[src/rtl/gpio_pkg.sv]
// -----------------------------------------------------------------------------
// gpio_pkg
// Shared definitions for the GPIO input conditioning block:
//   - default pin count and debounce length
//   - debounce counter width helper
//   - per-pin control bundle (edge enables and clear strobe)
// Configuration macro: GPIO_IN_DEBOUNCE_EN (selects debounce vs. direct path).
// -----------------------------------------------------------------------------
package gpio_pkg;

  localparam int unsigned NPINS_DEF     = 20;
  localparam int unsigned DB_CYCLES_DEF = 16;

  // Width needed to hold DB_CYCLES-1 (the terminal count), at least one bit.
  function automatic int unsigned cnt_width(input int unsigned db_cycles);
    int unsigned w;
    if (db_cycles <= 32'd2) begin
      w = 32'd1;
    end else begin
      w = $clog2(db_cycles);
    end
    return w;
  endfunction

  localparam int unsigned DB_CNT_W_DEF = cnt_width(DB_CYCLES_DEF);

  // Per-pin interrupt controls as seen by one pin slice.
  typedef struct packed {
    logic rise_en;
    logic fall_en;
    logic clr;
  } pin_ctrl_t;

endpackage

[src/rtl/gpio_in_pin.sv]
// -----------------------------------------------------------------------------
// gpio_in_pin
// One GPIO input slice: two-flop synchronizer, optional debounce counter,
// clean level flop and sticky edge-event status flop.
// Configuration macro: GPIO_IN_DEBOUNCE_EN
//   defined   : clean level follows the synchronizer only after DB_CYCLES
//               consecutive differing samples
//   undefined : clean level reloads from the synchronizer every edge
// Ports:
//   clock    - rising-edge clock
//   rst      - synchronous active-high reset
//   raw_i    - asynchronous pad input
//   ctrl_i   - rise/fall enables and write-1-to-clear strobe
//   clean_o  - synchronized (and debounced) level
//   status_o - sticky edge-event flag
// -----------------------------------------------------------------------------
module gpio_in_pin
  import gpio_pkg::*;
`ifdef GPIO_IN_DEBOUNCE_EN
#(
  parameter int unsigned DB_CYCLES = DB_CYCLES_DEF
)
`endif
(
  input  logic      clock,
  input  logic      rst,
  input  logic      raw_i,
  input  pin_ctrl_t ctrl_i,
  output logic      clean_o,
  output logic      status_o
);

  logic s1_q;
  logic s2_q;
  logic clean_q;
  logic clean_d;
  logic status_q;
  logic status_d;
  logic rise_s;
  logic fall_s;

  // Two-flop synchronizer, no logic between the stages.
  always_ff @(posedge clock) begin
    if (rst) begin
      s1_q <= 1'b0;
      s2_q <= 1'b0;
    end else begin
      s1_q <= raw_i;
      s2_q <= s1_q;
    end
  end

`ifdef GPIO_IN_DEBOUNCE_EN
  localparam int unsigned CNT_W = cnt_width(DB_CYCLES);
  localparam logic [CNT_W-1:0] CNT_MAX = CNT_W'(DB_CYCLES - 32'd1);

  logic [CNT_W-1:0] cnt_q;
  logic [CNT_W-1:0] cnt_d;

  // Debounce: count consecutive cycles where the synchronized level differs
  // from the clean level; accept the new level on the edge after the count
  // has reached its terminal value. Any agreeing sample restarts the count.
  always_comb begin
    cnt_d   = '0;
    clean_d = clean_q;
    if (s2_q != clean_q) begin
      if (cnt_q == CNT_MAX) begin
        clean_d = s2_q;
        cnt_d   = '0;
      end else begin
        cnt_d = cnt_q + 1'b1;
      end
    end else begin
      cnt_d = '0;
    end
  end

  // Debounce counter register.
  always_ff @(posedge clock) begin
    if (rst) begin
      cnt_q <= '0;
    end else begin
      cnt_q <= cnt_d;
    end
  end
`else
  // Direct path: clean level tracks the synchronizer output every edge.
  always_comb begin
    clean_d = s2_q;
  end
`endif

  // Edge events are taken from the clean level change itself, so the status
  // flag sets on the very edge the clean level moves. A set beats a clear.
  always_comb begin
    rise_s   = clean_d & ~clean_q & ctrl_i.rise_en;
    fall_s   = ~clean_d & clean_q & ctrl_i.fall_en;
    status_d = status_q;
    if (rise_s || fall_s) begin
      status_d = 1'b1;
    end else if (ctrl_i.clr) begin
      status_d = 1'b0;
    end else begin
      status_d = status_q;
    end
  end

  // Clean level and sticky status registers.
  always_ff @(posedge clock) begin
    if (rst) begin
      clean_q  <= 1'b0;
      status_q <= 1'b0;
    end else begin
      clean_q  <= clean_d;
      status_q <= status_d;
    end
  end

  assign clean_o  = clean_q;
  assign status_o = status_q;

endmodule

[src/rtl/gpio_in_cond.sv]
// -----------------------------------------------------------------------------
// gpio_in_cond
// GPIO input conditioning: per-pin synchronizer, debounce, edge detection and
// sticky interrupt status, with a single OR-reduced interrupt request.
// Configuration macro: GPIO_IN_DEBOUNCE_EN (debounce enabled when defined;
// otherwise DB_CYCLES is ignored and the clean path has 3-edge latency).
// Parameters:
//   NPINS     - number of GPIO input pins
//   DB_CYCLES - consecutive stable cycles before a clean level change (2..255)
// Ports:
//   clock       - sole clock, rising edge
//   rst         - synchronous active-high reset
//   gpi_raw     - asynchronous pad inputs
//   gpi_clean   - synchronized, debounced levels
//   rise_en     - per-pin rising-edge interrupt enable
//   fall_en     - per-pin falling-edge interrupt enable
//   intr_clr    - per-pin write-1-to-clear strobe
//   intr_status - per-pin sticky edge-event flags
//   gpio_intr   - OR of intr_status
// -----------------------------------------------------------------------------
module gpio_in_cond
  import gpio_pkg::*;
#(
  parameter int unsigned NPINS     = NPINS_DEF,
  parameter int unsigned DB_CYCLES = DB_CYCLES_DEF
)
(
  input  logic             clock,
  input  logic             rst,
  input  logic [NPINS-1:0] gpi_raw,
  output logic [NPINS-1:0] gpi_clean,
  input  logic [NPINS-1:0] rise_en,
  input  logic [NPINS-1:0] fall_en,
  input  logic [NPINS-1:0] intr_clr,
  output logic [NPINS-1:0] intr_status,
  output logic             gpio_intr
);

  // Reject an unsupported debounce length at elaboration.
  if ((DB_CYCLES < 32'd2) || (DB_CYCLES > 32'd255)) begin : g_db_range_check
    $error("gpio_in_cond: DB_CYCLES must be within 2..255");
  end

  for (genvar i = 0; i < NPINS; i++) begin : g_pin
    pin_ctrl_t ctrl_s;

    assign ctrl_s.rise_en = rise_en[i];
    assign ctrl_s.fall_en = fall_en[i];
    assign ctrl_s.clr     = intr_clr[i];

`ifdef GPIO_IN_DEBOUNCE_EN
    gpio_in_pin #(
      .DB_CYCLES (DB_CYCLES)
    ) u_pin (
      .clock    (clock),
      .rst      (rst),
      .raw_i    (gpi_raw[i]),
      .ctrl_i   (ctrl_s),
      .clean_o  (gpi_clean[i]),
      .status_o (intr_status[i])
    );
`else
    gpio_in_pin u_pin (
      .clock    (clock),
      .rst      (rst),
      .raw_i    (gpi_raw[i]),
      .ctrl_i   (ctrl_s),
      .clean_o  (gpi_clean[i]),
      .status_o (intr_status[i])
    );
`endif
  end

  assign gpio_intr = |intr_status;

endmodule

[config.mk]
export PLATFORM = sky130hd
export DESIGN_NAME = gpio_in_cond
export DESIGN_NICKNAME = d
export VERILOG_FILES = /design/src/rtl/gpio_pkg.sv /design/src/rtl/gpio_in_pin.sv /design/src/rtl/gpio_in_cond.sv
export SDC_FILE = /design/constraint.sdc
export NUM_CORES = 1
export LEC_CHECK = 0
export ABC_CLOCK_PERIOD_IN_PS = 800
export CORE_MARGIN = 3
export CORE_UTILIZATION = 38
export CTS_CLUSTER_DIAMETER = 200
export DETAILED_ROUTE_END_ITERATION = 7
export MAX_ROUTING_LAYER = met4
export PLACE_DENSITY = 0.82
export SYNTH_ARGS = -nofsm -noshare
export SYNTH_HDL_FRONTEND = slang
export SYNTH_SLANG_ARGS = --single-unit
[constraint.sdc]
create_clock -name clock -period 0.8 [get_ports clock]
set_input_delay 0.12 -clock clock [delete_from_list [all_inputs] [get_ports clock]]
set_output_delay 0.12 -clock clock [all_outputs]
set_load 0.02 [all_outputs]
# After elaboration in Yosys (flattened, before gate mapping)
# Index checks and enable logic that the tools add are counted.
# totals
ff_bits,80
word_cells,281
output_inout_bits,41
inputBits,82
# classes
n_reduce_logical,41
bitwise,120
mux,40
# ops
operator,count
AND 1 bit,80
two-way mux 1 bit,40
NOT 1 bit,40
nonzero test 2 bit,20
logical OR 1 bit,20
OR reduction 20 bit,1

# Longest topological paths before layout
# Gate-level depths: netlist of the first run.
# depth
ltp_word,5
mapped_depth,3
depth_no_buf,3

# Cells and area by module
# From an unflattened synthesis of the first run, not the netlist that was laid out.
# unflattened
hier_cells,227
area_unflattened_um2,2570.0
# modules_own_cells
module,cells_each,instances,seq_area_each_um2,area_per_inst_um2
gpio_in_pin,11,20,80.1,126.4
gpio_in_cond,7,1,0.0,42.5

# Worst setup path after synthesis of the first run
# OpenSTA, ideal clock, no wires.
# synth_path
kind,register -> output
start,register g_pin[0].u_pin.status_q
end,output port gpio_intr
slack_ps,-185
arrival_time_ps,865
stages_incl_launch_ff,4
t_required_ps,680
path_buffers,0
cell_sequence,dfxtp_1 nor4_1 and3_1 nand3_1
# synth_between
elab_chain_cells,1
# synth_rtl
element,line_no,text
start: declaration,gpio_in_pin.sv:37,logic status_q;
start signal: assignment,gpio_in_pin.sv:115,status_q <= status_d;
OR reduction 20 bit,gpio_in_cond.sv:74,assign gpio_intr = |intr_status;
end: declaration,gpio_in_cond.sv:36,output logic gpio_intr
# No other way between the ends.

# Worst setup path after layout of the first run
# layout_path
start,register g_pin[3].u_pin.status_q
end,output port gpio_intr
# layout_between
elab_chain_cells,1
# layout_rtl
element,line_no
start: declaration,gpio_in_pin.sv:37
start signal: assignment,gpio_in_pin.sv:115
OR reduction 20 bit,gpio_in_cond.sv:74
# No other way between the ends.

==> results of run 1 <==
[sequential cells by signal, summed over array words and instances, names as in the netlist]
signal / cells
g_pin.u_pin.s1_q: 20
g_pin.u_pin.clean_o: 20
g_pin.u_pin.clean_d: 20
g_pin.u_pin.status_o: 20
[power by group]
part / internal [mW] / switching, mW / leakage, nW
combinational: 0.778 / 0.358 / 1.10
sequential: 4.14 / 0.0934 / 0.675
clock: 2.04 / 1.31 / 0.112
total: 6.96 / 1.76 / 1.89
[cell type report]
type / count / share of cell area
flip-flops and latches: 80 / 0.345
well taps: 99 / 0.0258
multi-input cells: 148 / 0.221
repair buffers: 164 / 0.361
clock buffers: 10 / 0.0266
clock inverters: 4 / 0.0198
[worst max-delay path: stages (launching register included)]
cell and delay (ns):
dfxtp_2 0.34, nor4_1 0.33, buf_4 0.17, nand3_2 0.07, buf_6 0.15
[through the flow]
stage | cells | total power, mW | utilization | instance area, um2
after floorplan | 277 | 4.73 | - | 2940
after global placement | 480 | 5.30 | 0.567 | 4180
after detailed placement | 480 | 5.32 | 0.567 | 4180
after CTS | 500 | 8.78 | 0.632 | 4660
after global routing | 505 | 9.09 | 0.651 | 4800
final | 505 | 8.72 | 0.651 | 4800
[cells in the mapped netlist]
library cell,instances
nand2_1,2
nand3_1,1
a21oi_1,1
dfxtp_1,80
nand3b_1,38
o22a_1,1
buf_6,2
and3_1,1
nor4_1,5
buf_4,40
nor2b_1,60
or2b_1,3
nand2b_1,17
a31oi_1,19
buf_2,7
[worst paths after layout]
| check | endpoint | cells after the start | slack (ns) |
|---|---|---|---|
| hold reg to reg | g_pin[11].u_pin.clean_d | 1 | 0.43 |
| setup reg to reg | g_pin[15].u_pin.status_o | 4 | -0.16 |
| hold / removal | g_pin[15].u_pin.status_o | 3 | 0.24 |
| setup / recovery | gpio_intr | 4 | -0.71 |
[timing repair]
| item | 4_1_cts | 5_1_grt |
|---|---|---|
| pin swaps | 17 | 2 |
| resized for setup | 314 | 20 |
| buffers inserted | 8 | 6 |
| setup endpoints to repair | 53 | 59 |
| hold buffers | 0 | 0 |
[logic make-up (layout without fill, tap and decap cells)]
group                  Yosys count  count (layout)
buffers and inverters           49             178
AND/OR/NAND/NOR                127             127
AO/OA/AOI/OAI                   21              21
flip-flops                      80              80
[routing by layer]
metal / share of wire / routed length (um)
met1: 0.39 / 2690
met2: 0.53 / 3630
met3: 0.059 / 402
met4: 0.014 / 98
met5: 0 / 0
==> summary.txt, run 1 <==
Run status
  – Status: finished, violations left
  – Failing checks: setup timing

STA
  – Clk_skew: roughly 0.008 ns
  – Slew at the pin closest to its max-slew limit: between 0.3 and 0.4 ns
  – Final WS setup: -0.714 ns
  – Setup violations, final: 52
  – Fin. Hold Viols: 0
  – RSZ-0062 raised after global routing: yes
  – Hold Slack: about 0.24 ns
  – Setup_tns: -7.69 ns
  – Relative slew margins: 0.762
  – Final period demand of the worst path: 1.51 ns
  – Final Slew Violations: 0
  – Max Clk Rate: around 660 MHz
  – Part of the cycle the worst path needs: 1.89

Final layout
  – Most common cell after layout, fill and taps aside: clkdlybuf4s50_1
  – Fin nets: just under 500
  – Most frequent cells in the layout: clkdlybuf4s50_1 (80), buf_6 (74), nor2b_1 (60), dfxtp_1 (40)
  – Area occupied by registers: around 1700 um2
  – Antenna diodes: 0
  – Share of cells above drive strength 1: 0.365
  – Syn-to-layout area delta: 63.6%
  – # fillers: 551
  – Area of the multi-input gates: 1060 um2

Global routing
  – Met3 Use GR: 0.0505
  – GRT Total Usage: 0.160
  – M1 GR Usage: 0.169
  – Largest net degree at the start of global routing: 42
  – Initial antenna violation count: 0
  – Grt met2 use: 0.284
  – GRT overflow: 0
  – Gr busiest metal: met2
  – Vias in the first global route: 2355
  – First-pass GRT wire length: between 10000 and 15000 um

Critical path
  – Startpoint types: flip-flop
  – CP Launch Point: g_pin[3].u_pin.status_o
  – Crit-path max FO: 2
  – RR Startpoint: g_pin[15].u_pin.status_o
  – Crit path required time: 0.68 ns
  – Worst setup EP type: primary output
  – Arrival time worst endpoint: 1.39 ns
  – CP Class: flip-flop to primary output

Floorplanning
  – Core Region: around 7400 um2
  – Initial Util: 0.398
  – I/O pins: between 100 and 150
  – Die outline width: 93.8 um
  – Die ar.: just under 9000 um2
  – Rows: 31
  – Chip height: ~94 um

Synth
  – Synthesis-stage register bit count: 80
  – Post-synth top area share: 0.546
  – Compound-cell area share of the yosys netlist: 0.0452
  – Simple-gate share of the synthesized area: 0.286
  – Post-Synth XOR/XNOR Area: 0
  – Main combinational cell family by area after synthesis: simple AND/OR/NAND/NOR gates
  – Post-synthesis sequential area ratio: 0.546
  – Top post-synthesis cells by area: dfxtp_1 (55%), nor2b_1 (13%), buf_4 (10%), nand3b_1 (9.7%), a31oi_1 (4.1%)
  – Area leader, netlist: dfxtp_1
  – Cell count after synthesis: ~280
  – Synth Area in Adders: 0
  – Multiplexer area fraction after synthesis: 0
  – Mapped Avg Cell Area: 10.6 um2
  – Net Count, Synth: about 360
  – Netlist Area Pre-Place: 2930 um2
  – Synth cell types: 15
  – Synth Warn #: 0

Clocking
  – H-tree lvl count: 3
  – Skew-Pair Late Insertion Delay: around 0.33 ns
  – CTS sink cnt: 80
  – Clk root buf: clkbuf_8
  – Clk slew on worst S/H paths: roughly 0.08 ns
  – Clock Path Buffers: 2
  – CTS tree: built
  – Num CTS Buffers: 9

Pwr
  – Leakage: around 1.9 nW
  – Maximum vdd drop: approximately 1.4 mV
  – Pwr dens: about 1800 nW/um2

Route
  – TritonRoute pass-1 iters: 4
  – Avg WL per Cell: between 10 and 15 um
  – Via count: around 2300
  – Total Wirelength: 6820 um
  – Number of nets still failing antenna checks after routing: 0
  – DRC: 0
  – Routed vias/inst: roughly 4.5
  – DR iter-0 viols: 36

Placement
  – Gpl congestion: ~0.76
  – PortBufs: 122
  – DP Worst Slack: -0.848 ns
  – Post-DP HPWL: 4860 um

Worst hold path
  – Worst min path class: input port to flip-flop
  – Hold_sp: rst

Job
  – MaxCap Viol Count: 0
No activity file was read; power rests on OpenSTA's default activity.
==> inputs of run 2 (changes only) <==
--- a/config.mk
+++ b/config.mk
@@ -6,9 +6,10 @@
 export NUM_CORES = 1
 export LEC_CHECK = 0
 export ABC_CLOCK_PERIOD_IN_PS = 800
+export CAP_MARGIN = 5
 export CORE_MARGIN = 3
 export CORE_UTILIZATION = 38
-export CTS_CLUSTER_DIAMETER = 200
+export CTS_CLUSTER_DIAMETER = 120
 export DETAILED_ROUTE_END_ITERATION = 7
 export MAX_ROUTING_LAYER = met4
 export PLACE_DENSITY = 0.82
==> constraint.sdc (replaced) <==
create_clock -name clock -period 0.8 [get_ports clock]
set_input_delay 0.12 -clock clock [delete_from_list [all_inputs] [get_ports clock]]
set_output_delay 0.12 -clock clock [all_outputs]
set_load 0.01 [all_outputs]
==> run 2 against run 1 <==
  * The run still ends with setup timing left
  * Non-clock buffer count decreased by 2
  * Sequential power about the same
  * Clock power decreased by 26%
  * Total power decreased by 11%
  * Clock skew decreased by 0.0032 ns
  * Count of clock-buffer cells in the layout decreased by 1
  * Sequential share of layout area increased by 1.0 points
  * Wire length increased by 2.0%
  * First-iteration DRC count decreased by 31%
  * Combinational power decreased by 7%
  * Critical endpoint unchanged
==> summary.txt, run 2 (synthesis results as in run 1) <==
Critical path
  – Max stage delay on crit path: 0.34 ns (about the same)
  – WP buf/inv: 1 (-1)
  – Slowest CP cell: dfxtp_2
  – Startpoint types: flip-flop
  – Cell Chain, Critical Path: nor4_4 > and3_4 > nand3_2 > buf_6
  – Worst path top cell family by delay: simple AND/OR/NAND/NOR gates
  – Arrival time worst endpoint: 1.42 ns (+0.03 ns)
  – CP Class: flip-flop to primary output
  – Worst setup EP type: primary output
  – Crit path required time: 0.68 ns (about the same)
  – Crit-path max FO: 2 (unchanged)

Clocking
  – Clk slew on worst S/H paths: 0.07 ns (about the same)
  – H-tree lvl count: 3 (unchanged)
  – Clk root buf: clkbuf_8
  – Clock Path Buffers: 2 (unchanged)
  – Num CTS Buffers: 9 (unchanged)
  – Hold_buf cts: 0 (unchanged)
  – Skew-Pair Late Insertion Delay: 0.34 ns (about the same)
  – CTS sink cnt: 80 (unchanged)
  – CTS tree: built

STA
  – Part of the cycle the worst path needs: 1.92 (+0.0267)
  – Slew at the pin closest to its max-slew limit: 0.351 ns (-0.00312 ns)
  – Fin. Hold Viols: 0 (unchanged)
  – Setup violations, final: 51 (-1.9%)
  – Relative slew margins: 0.764 (+0.00210)
  – RSZ-0062 raised after global routing: yes
  – Clk_skew: 0.00470 ns (-0.00323 ns)
  – Final Slew Violations: 0 (unchanged)
  – Final period demand of the worst path: 1.54 ns (+0.0214 ns)
  – Max Clk Rate: 651 MHz (-1.4%)
  – Final WS setup: -0.736 ns (-0.0214 ns)

Pwr
  – P_int: 5.99 mW (-14%)
  – Net Switching: 1.78 mW (+0.88%)
  – Maximum vdd drop: 0.957 mV (-33%)
  – Pwr dens: 1660 nW/um2 (-8.5%)
  – Reg power frac: 0.545 (+0.059)
  – Power, Total: 7.77 mW (-11%)
  – Sw Ratio: 0.229 (+0.0269)
  – Leakage: 1.81 nW (-3.8%)
  – Combinational fraction of design power: 0.136 (+0.006)
  – Clock power frac: 0.319 (-0.065)

Worst hold path
  – Worst min path class: input port to flip-flop

Global routing
  – Vias in the first global route: 2349 (-0.25%)
  – Grt met2 use: 0.298 (+0.0136)
  – First-pass GRT wire length: 10900 um (+1.5%)
  – Met3 Use GR: 0.0545 (+0.00401)
  – M1 GR Usage: 0.171 (+0.00183)
  – GRT Total Usage: 0.166 (+0.00601)
  – GRT overflow: 0 (unchanged)
  – Gr busiest metal: met2
  – Initial antenna violation count: 0 (unchanged)
  – Largest net degree at the start of global routing: 42 (unchanged)

Route
  – Total Wirelength: 6950 um (+2.0%)
  – DRC: 0 (unchanged)
  – Routed vias/inst: 4.47 (-0.55%)
  – Via count: 2253 (-0.75%)
  – TritonRoute pass-1 iters: 4 (unchanged)
  – Avg WL per Cell: 13.8 um (+2.2%)
  – Number of nets still failing antenna checks after routing: 0 (unchanged)
  – DR iter-0 viols: 25 (-31%)

Placement
  – Placed cells: 480 (unchanged)
  – Placement Cell Area: 4180 um2 (unchanged)
  – Post-DP HPWL: 4910 um (+1.1%)
  – PortBufs: 122 (unchanged)
  – Gpl congestion: 0.757 (about the same)
  – DP Worst Slack: -0.822 ns (+0.0260 ns)

Run status
  – Failing checks: setup timing
  – Status: finished, violations left

Job
  – MaxCap Viol Count: 0 (unchanged)

Final layout
  – Fin nets: 483 (-0.41%)
  – Post-route insts no fill: 504 (-0.20%)
  – Most common cell after layout, fill and taps aside: clkdlybuf4s50_1
  – Most frequent cells in the layout: clkdlybuf4s50_1 (80), buf_6 (71), nor2b_1 (60), dfxtp_1 (40), nand3b_1 (38)
  – # fillers: 578 (+4.9%)
  – Syn-to-layout area delta: 59.2%
  – Share of cells above drive strength 1: 0.351 (-0.0139)
  – Finished layout cell area: 4670 um2 (-2.7%)
  – Antenna diodes: 0 (unchanged)
  – Fin util: 0.633 (-0.0177)

Floorplanning
  – Core Region: 7370 um2 (unchanged)
  – Initial Util: 0.398 (unchanged)
  – Chip height: 93.8 um (unchanged)
  – I/O pins: 123 (unchanged)
  – Die ar.: 8800 um2 (unchanged)
  – Die outline width: 93.8 um (unchanged)
  – Rows: 31 (unchanged)
-- run 2: cell count changes in the layout (fill, tap and decap cells not counted), sizes merged --
cell / before / now
bufinv: 3 / 0
clkinvlp: 0 / 3
buf: 84 / 82
clkinv: 1 / 3
clkbuf: 10 / 9
-- run 2: tightest hold or removal path, stage by stage --
cell     delay, ns
buf_2         0.14
buf_12        0.20
a21oi_2       0.04
-- run 2: final timing paths --
| path | to | from | slack (ns) | depth (start not counted) |
|---|---|---|---|---|
| min reg2reg | g_pin[3].u_pin.clean_d | g_pin[3].u_pin.s1_q | 0.44 | 1 |
| min | g_pin[0].u_pin.status_o | rst | 0.22 | 3 |
| max | gpio_intr | g_pin[0].u_pin.status_o | -0.74 | 4 |
| max reg2reg | g_pin[0].u_pin.status_o | g_pin[0].u_pin.status_o | -0.16 | 4 |
-- run 2: power groups by stage --
stage | Combinational (mW) | Clock (mW) | Sequential [mW]
floorplan | 0.382 | 0 | 4.28
global placement | 0.954 | 0 | 4.29
detailed placement | 0.964 | 0 | 4.30
CTS | 1.06 | 2.58 | 4.24
global route | 1.14 | 2.75 | 4.25
finish | 1.06 | 2.48 | 4.23
-- run 2: layer usage --
metal  up-vias  routed length, um
met5         -                  0
li1       1129                  -
met1      1046               2700
met2        70               3760
met3         8                415
met4         0                 75
-- run 2: per-stage QoR --
step / TNS (ns) / hold slack [ns]
after floorplan: -0.106 / 0.248
after global placement: -11.87 / 0.417
after detailed placement: -12.45 / 0.425
after CTS: -9.45 / 0.201
after global routing: -10.59 / 0.216
final: -7.87 / 0.216
-- run 2: layout make-up --
| class | count | area, um2 | area share |
|---|---|---|---|
| flip-flops and latches | 80 | 1660 | 0.356 |
| repair buffers | 162 | 1710 | 0.366 |
| clock inverters | 6 | 37.5 | 0.00805 |
| multi-input cells | 148 | 1020 | 0.218 |
| well taps | 99 | 124 | 0.0265 |
| clock buffers | 9 | 124 | 0.0265 |
-- run 2: what timing repair did --
item,CTS,global route
gates resized for setup,277,13
pin swaps,14,7
buffers inserted,12,6
setup endpoints to repair,52,56
==> inputs of run 3 (changes only) <==
--- a/config.mk
+++ b/config.mk
@@ -7,7 +7,7 @@
 export LEC_CHECK = 0
 export ABC_CLOCK_PERIOD_IN_PS = 800
 export CAP_MARGIN = 5
-export CORE_MARGIN = 3
+export CORE_MARGIN = 2
 export CORE_UTILIZATION = 38
 export CTS_CLUSTER_DIAMETER = 120
 export DETAILED_ROUTE_END_ITERATION = 7
==> run 3 against run 2 <==
  * The flow still finishes with violations (setup timing)
  * Count of clock-buffer cells in the layout is 1 higher
  * Design area is 0.86% higher
  * Sequential power hardly changed
  * Fmax is 2.3% higher
  * Via count is 1.5% lower
  * Die area is 4.2% lower
  * Largest power group unchanged
==> summary.txt, run 3 (synthesis results as in run 1) <==
STA
  – Setup violations, final: 54 (+5.9%)
  – Final WS setup: -0.701 ns (+0.0344 ns)
  – Hold Slack: 0.213 ns (-0.00356 ns)
  – Final Slew Violations: 0 (unchanged)
  – Max Clk Rate: 666 MHz (+2.3%)
  – Clk_skew: 0.00818 ns (+0.00348 ns)
  – Slew at the pin closest to its max-slew limit: 0.318 ns (-0.0334 ns)
  – Final period demand of the worst path: 1.50 ns (-0.0344 ns)
  – RSZ-0062 raised after global routing: yes
  – Fin. Hold Viols: 0 (unchanged)
  – Relative slew margins: 0.786 (+0.0225)
  – Part of the cycle the worst path needs: 1.88 (-0.0430)
  – Setup_tns: -7.24 ns (+0.626 ns)

Job
  – MaxCap Viol Count: 0 (unchanged)

Critical path
  – Startpoint types: flip-flop
  – Worst path top cell family by delay: simple AND/OR/NAND/NOR gates
  – Cell Chain, Critical Path: nor4_4 > and3_1 > nand3_2 > buf_6
  – Critical Path Stages: 4 (unchanged)
  – Crit-path max FO: 2 (unchanged)
  – WP buf/inv: 1 (unchanged)
  – Worst setup EP type: primary output
  – CP Class: flip-flop to primary output
  – Slowest CP cell: dfxtp_2
  – R2r worst-path depth: 3 (-1)
  – Max stage delay on crit path: 0.34 ns (about the same)
  – Arrival time worst endpoint: 1.38 ns (-0.04 ns)
  – Crit path required time: 0.68 ns (about the same)

Worst hold path
  – Cell depth of the worst hold path: 3 (unchanged)
  – Worst min path class: input port to flip-flop

Final layout
  – # fillers: 608 (+5.2%)
  – Share of cells above drive strength 1: 0.362 (+0.0117)
  – Syn-to-layout area delta: 60.5%
  – Antenna diodes: 0 (unchanged)
  – Fin nets: 481 (-0.41%)
  – Post-route insts no fill: 505 (+0.20%)
  – Most frequent cells in the layout: clkdlybuf4s50_1 (80), buf_6 (70), nor2b_1 (60), dfxtp_2 (42)
  – Most common cell after layout, fill and taps aside: clkdlybuf4s50_1

Placement
  – Post-DP HPWL: 4840 um (-1.4%)
  – PortBufs: 122 (unchanged)
  – Placed cells: 484 (+0.83%)
  – DP Worst Slack: -0.769 ns (+0.0528 ns)
  – Gpl congestion: 0.791 (+4.5%)

Floorplanning
  – Initial Util: 0.385 (-0.0124)
  – Rows: 32 (+3.2%)
  – I/O pins: 123 (unchanged)
  – Core Region: 7610 um2 (+3.2%)
  – Die outline width: 91.8 um (-2.1%)
  – Die ar.: 8430 um2 (-4.2%)
  – Chip height: 91.8 um (-2.1%)

Global routing
  – First-pass GRT wire length: 10500 um (-3.2%)
  – GRT Total Usage: 0.163 (-0.00305)
  – GRT overflow: 0 (unchanged)
  – Vias in the first global route: 2348 (-0.043%)
  – Initial antenna violation count: 0 (unchanged)
  – Largest net degree at the start of global routing: 44 (+4.8%)

Route
  – Avg WL per Cell: 12.8 um (-7.0%)
  – TritonRoute pass-1 iters: 4 (unchanged)
  – Number of nets still failing antenna checks after routing: 0 (unchanged)
  – Total Wirelength: 6480 um (-6.8%)
  – Routed vias/inst: 4.40 (-1.7%)
  – DR iter-0 viols: 45 (+80%)
  – Via count: 2220 (-1.5%)
  – DRC: 0 (unchanged)

Pwr
  – Pwr dens: 1710 nW/um2 (+2.8%)
  – Maximum vdd drop: 0.933 mV (-2.5%)
  – Leakage: 1.82 nW (+0.45%)

Clocking
  – Num CTS Buffers: 9 (unchanged)
  – Clock Path Buffers: 2 (unchanged)
  – CTS sink cnt: 80 (unchanged)
  – Clk slew on worst S/H paths: 0.07 ns (about the same)
  – CTS tree: built
  – H-tree lvl count: 3 (unchanged)
  – Clk root buf: clkbuf_8
  – Skew-Pair Late Insertion Delay: 0.33 ns (about the same)

Run status
  – Failing checks: setup timing
  – Status: finished, violations left
run 3: routing by layer:
layer / share of wire / vias up / track usage
met5: 0 / - / -
met4: 0.0091 / 0 / 0.0585
met3: 0.046 / 5 / 0.0370
met2: 0.54 / 68 / 0.293
met1: 0.40 / 1023 / 0.175
li1: - / 1124 / -
run 3: stage by stage:
stage,power (mW),instance area (um2),utilization
after floorplan,4.67,2940,-
after global placement,5.24,4190,0.550
after detailed placement,5.27,4190,0.550
after CTS,8.14,4640,0.610
after global routing,8.43,4710,0.619
final,8.05,4710,0.619
run 3: power breakdown:
part,total [mW],internal (mW),switching (mW)
combinational,1.05,0.749,0.300
sequential,4.24,4.15,0.0885
clock,2.77,1.42,1.34
total,8.05,6.32,1.73
run 3: worst paths after layout:
kind,end,from,slack (ns)
max,gpio_intr,g_pin[10].u_pin.status_o,-0.70
min,g_pin[17].u_pin.status_o,rst,0.21
max reg2reg,g_pin[0].u_pin.status_o,g_pin[0].u_pin.status_o,-0.08
min reg2reg,g_pin[19].u_pin.clean_d,g_pin[19].u_pin.s1_q,0.43
run 3: worst register-to-register path, delay by kind of cell, from the launching register on:
family          cells  cell delay [ns]
flops               1             0.36
simple gates        1             0.23
compound gates      1             0.12
buf+inv             1             0.10
run 3: repair_timing:
item / in CTS / in global routing
setup endpoints to repair: 53 / 59
setup buffers: 9 / 5
pin swaps: 15 / 3
hold buffers: 0 / 0
gates resized for setup: 279 / 14
run 3: final cells by class:
type | count | area (um2) | share of cell area
Sequential cell | 80 | 1650 | 0.352
Clock buffer | 10 | 128 | 0.0271
Tap cell | 102 | 128 | 0.0271
Clock inverter | 5 | 58.8 | 0.0125
Multi-Input combinational cell | 148 | 1050 | 0.223
Timing Repair Buffer | 160 | 1690 | 0.358
==> edit, RTL diff (settings of run 1) <==
The option `GPIO_IN_DEBOUNCE_EN` is turned on by a define.
--- a/src/rtl/gpio_in_pin.sv
+++ b/src/rtl/gpio_in_pin.sv
@@ -16,2 +16,4 @@
 // -----------------------------------------------------------------------------
+`define GPIO_IN_DEBOUNCE_EN
+
 module gpio_in_pin
Check against the original RTL: not equivalent (Yosys sat finds a counterexample within 4 cycles, from zero or initial values and one cycle with rst high).
==> edit against run 1 <==
The run still ends with setup timing left; synthesized area increased by 120%; final area rose by 120%; via count is 130% higher; total power up 89%; core utilization increased by 1.3 points; wire length rose by 140%; worst setup slack got worse by 0.10 ns; sequential cell count grew 80; die area grew 110%; global-route usage grew 2.4 points; critical path type unchanged.
==> edit: results (changes against run 1) <==
- The length of routed wiring on met1 is 6718 um (+150%).
- The cell count after synthesis came to 643 (+130%).
- The share of layout cells above drive strength 1 is 53.24% (+17 points).
- The number of buffers created by CTS came to 17 (+8).
- The final setup violation count was 161 (+210%).
- The detailed-placement wirelength estimate is 11,130 um (+130%).
- The total routing resource utilization after global routing is 18.34% (+2.4 points).
- The clock insertion delay at the later pin of the skew report came to 0.42 ns (+0.09 ns).
- The checks that failed: setup timing.
- Tracing the worst setup path back leads to its startpoint at g_pin[1].u_pin.status_o.
- The post-synthesis cell type count came to 26 (+11).
- The net count after synthesis came to 745 (+110%).
- The sequential area share after synthesis is 49.83% (-4.8 points).
- The critical register-to-register path startpoint is g_pin[6].u_pin.cnt_q[1].
- The global-route wire length before repair is 25,900 um (+140%).
- The number of levels the H-tree was split into came to 4 (+1).
- The flop-to-flop setup slack is -0.44 ns (-0.28 ns).
- The overall via count from detail_route is 5,327 (+130%).
- The final RePlAce weighted congestion was 0.7911 (+4.5%).
- The post-route worst setup slack was -0.8179 ns (-0.1037 ns).
- The post-placement setup slack was -1.117 ns (-0.2691 ns).
- The flow ran to the end, but the final reports show violations.
- The post-CTS clock slew at the launch and capture registers of the worst setup and hold paths came to 0.06 ns (-0.02 ns).
- The detailed-routing iteration count for the pre-antenna-repair pass is 5 (+1).
- The total met2 wirelength after detailed routing is 8845 um (+140%).
- The initial DRC count is 171 (+380%).
- The number of global-route vias before repair is 5,580 (+140%).
- The capturing point of the worst reg2reg path is g_pin[6].u_pin.cnt_q[2].
- The met3 wirelength from detailed routing was 767 um (+91%).
- The slew of the pin with the lowest slew margin is 0.3760 ns (+0.02196 ns).
- The cell sitting at the root of the clock tree is a clkbuf_16.
- The total detailed-routing wirelength is 16,510 um (+140%).
- The count of instances resized after the clock tree is built was 375 (+19%).
- The leakage power is 4.182 nW (+120%).
- The net total in the final layout is 1,016 (+110%).
- The net switching power figure is 3.571 mW (+100%).
- The total placed instance area is 9235 um^2 (+120%).
- The worst IR drop on VDD came to 1681 uV (+18%).
- The final clock skew is 0.01165 ns (+0.003727 ns).
- Sorting the synthesized cells by area gives the leading types as dfxtp_1, xnor2_1, nor2_1, buf_4, ha_1.
==> edit: cell types whose count changed in the layout (fill, tap and decap cells not counted), sizes merged, moves of 21 or more <==
cell / run 1 / this run
xnor2: 0 / 38
nor2: 0 / 83
inv: 0 / 22
and3: 1 / 22
dfxtp: 80 / 160
buf: 84 / 227
xor2: 0 / 22
==> edit: final cells by class <==
type                            count  area [um^2]
Tap cell                          216        270.3
Clock buffer                       21        470.5
Multi-Input combinational cell    407         3597
Timing Repair Buffer              307         2943
Fill cell                        1196         5465
Sequential cell                   160         3343
Inverter                           21        78.83
Clock inverter                     10        62.56
==> edit: worst min-delay path: stages <==
cell and delay [ns]:
buf_4 0.13, buf_12 0.15, nor2b_1 0.05
==> edit: worst min path at each step <==
stage                                    to  slack, ns  depth (start not counted)
detailed placement     g_pin[15].u_pin.s2_q       0.43                          1
CTS                 g_pin[7].u_pin.cnt_q[2]       0.05                          3
global placement        g_pin[4].u_pin.s2_q       0.42                          1
finish                  g_pin[3].u_pin.s2_q       0.07                          3
floorplan               g_pin[0].u_pin.s1_q       0.25                          1
global route        g_pin[3].u_pin.cnt_q[2]       0.06                          3
==> edit: power by group through the flow <==
stage	combinational [mW]	clock, mW	sequential, mW
after floorplan	0.329	0	8.35
after global placement	0.947	0	8.35
after detailed placement	0.963	0	8.36
after CTS	0.995	7.46	8.16
after global routing	1.11	7.81	8.16
final	1.03	7.28	8.15
==> edit: logic make-up after synthesis <==
| logic type | share of synthesized area, % |
|---|---|
| xor+xnor | 8.176 |
| flops | 49.83 |
| buf+inv | 7.281 |
| compound gates | 4.283 |
| fa+ha+maj | 3.893 |
| mux | 3.115 |
| simple gates | 23.42 |
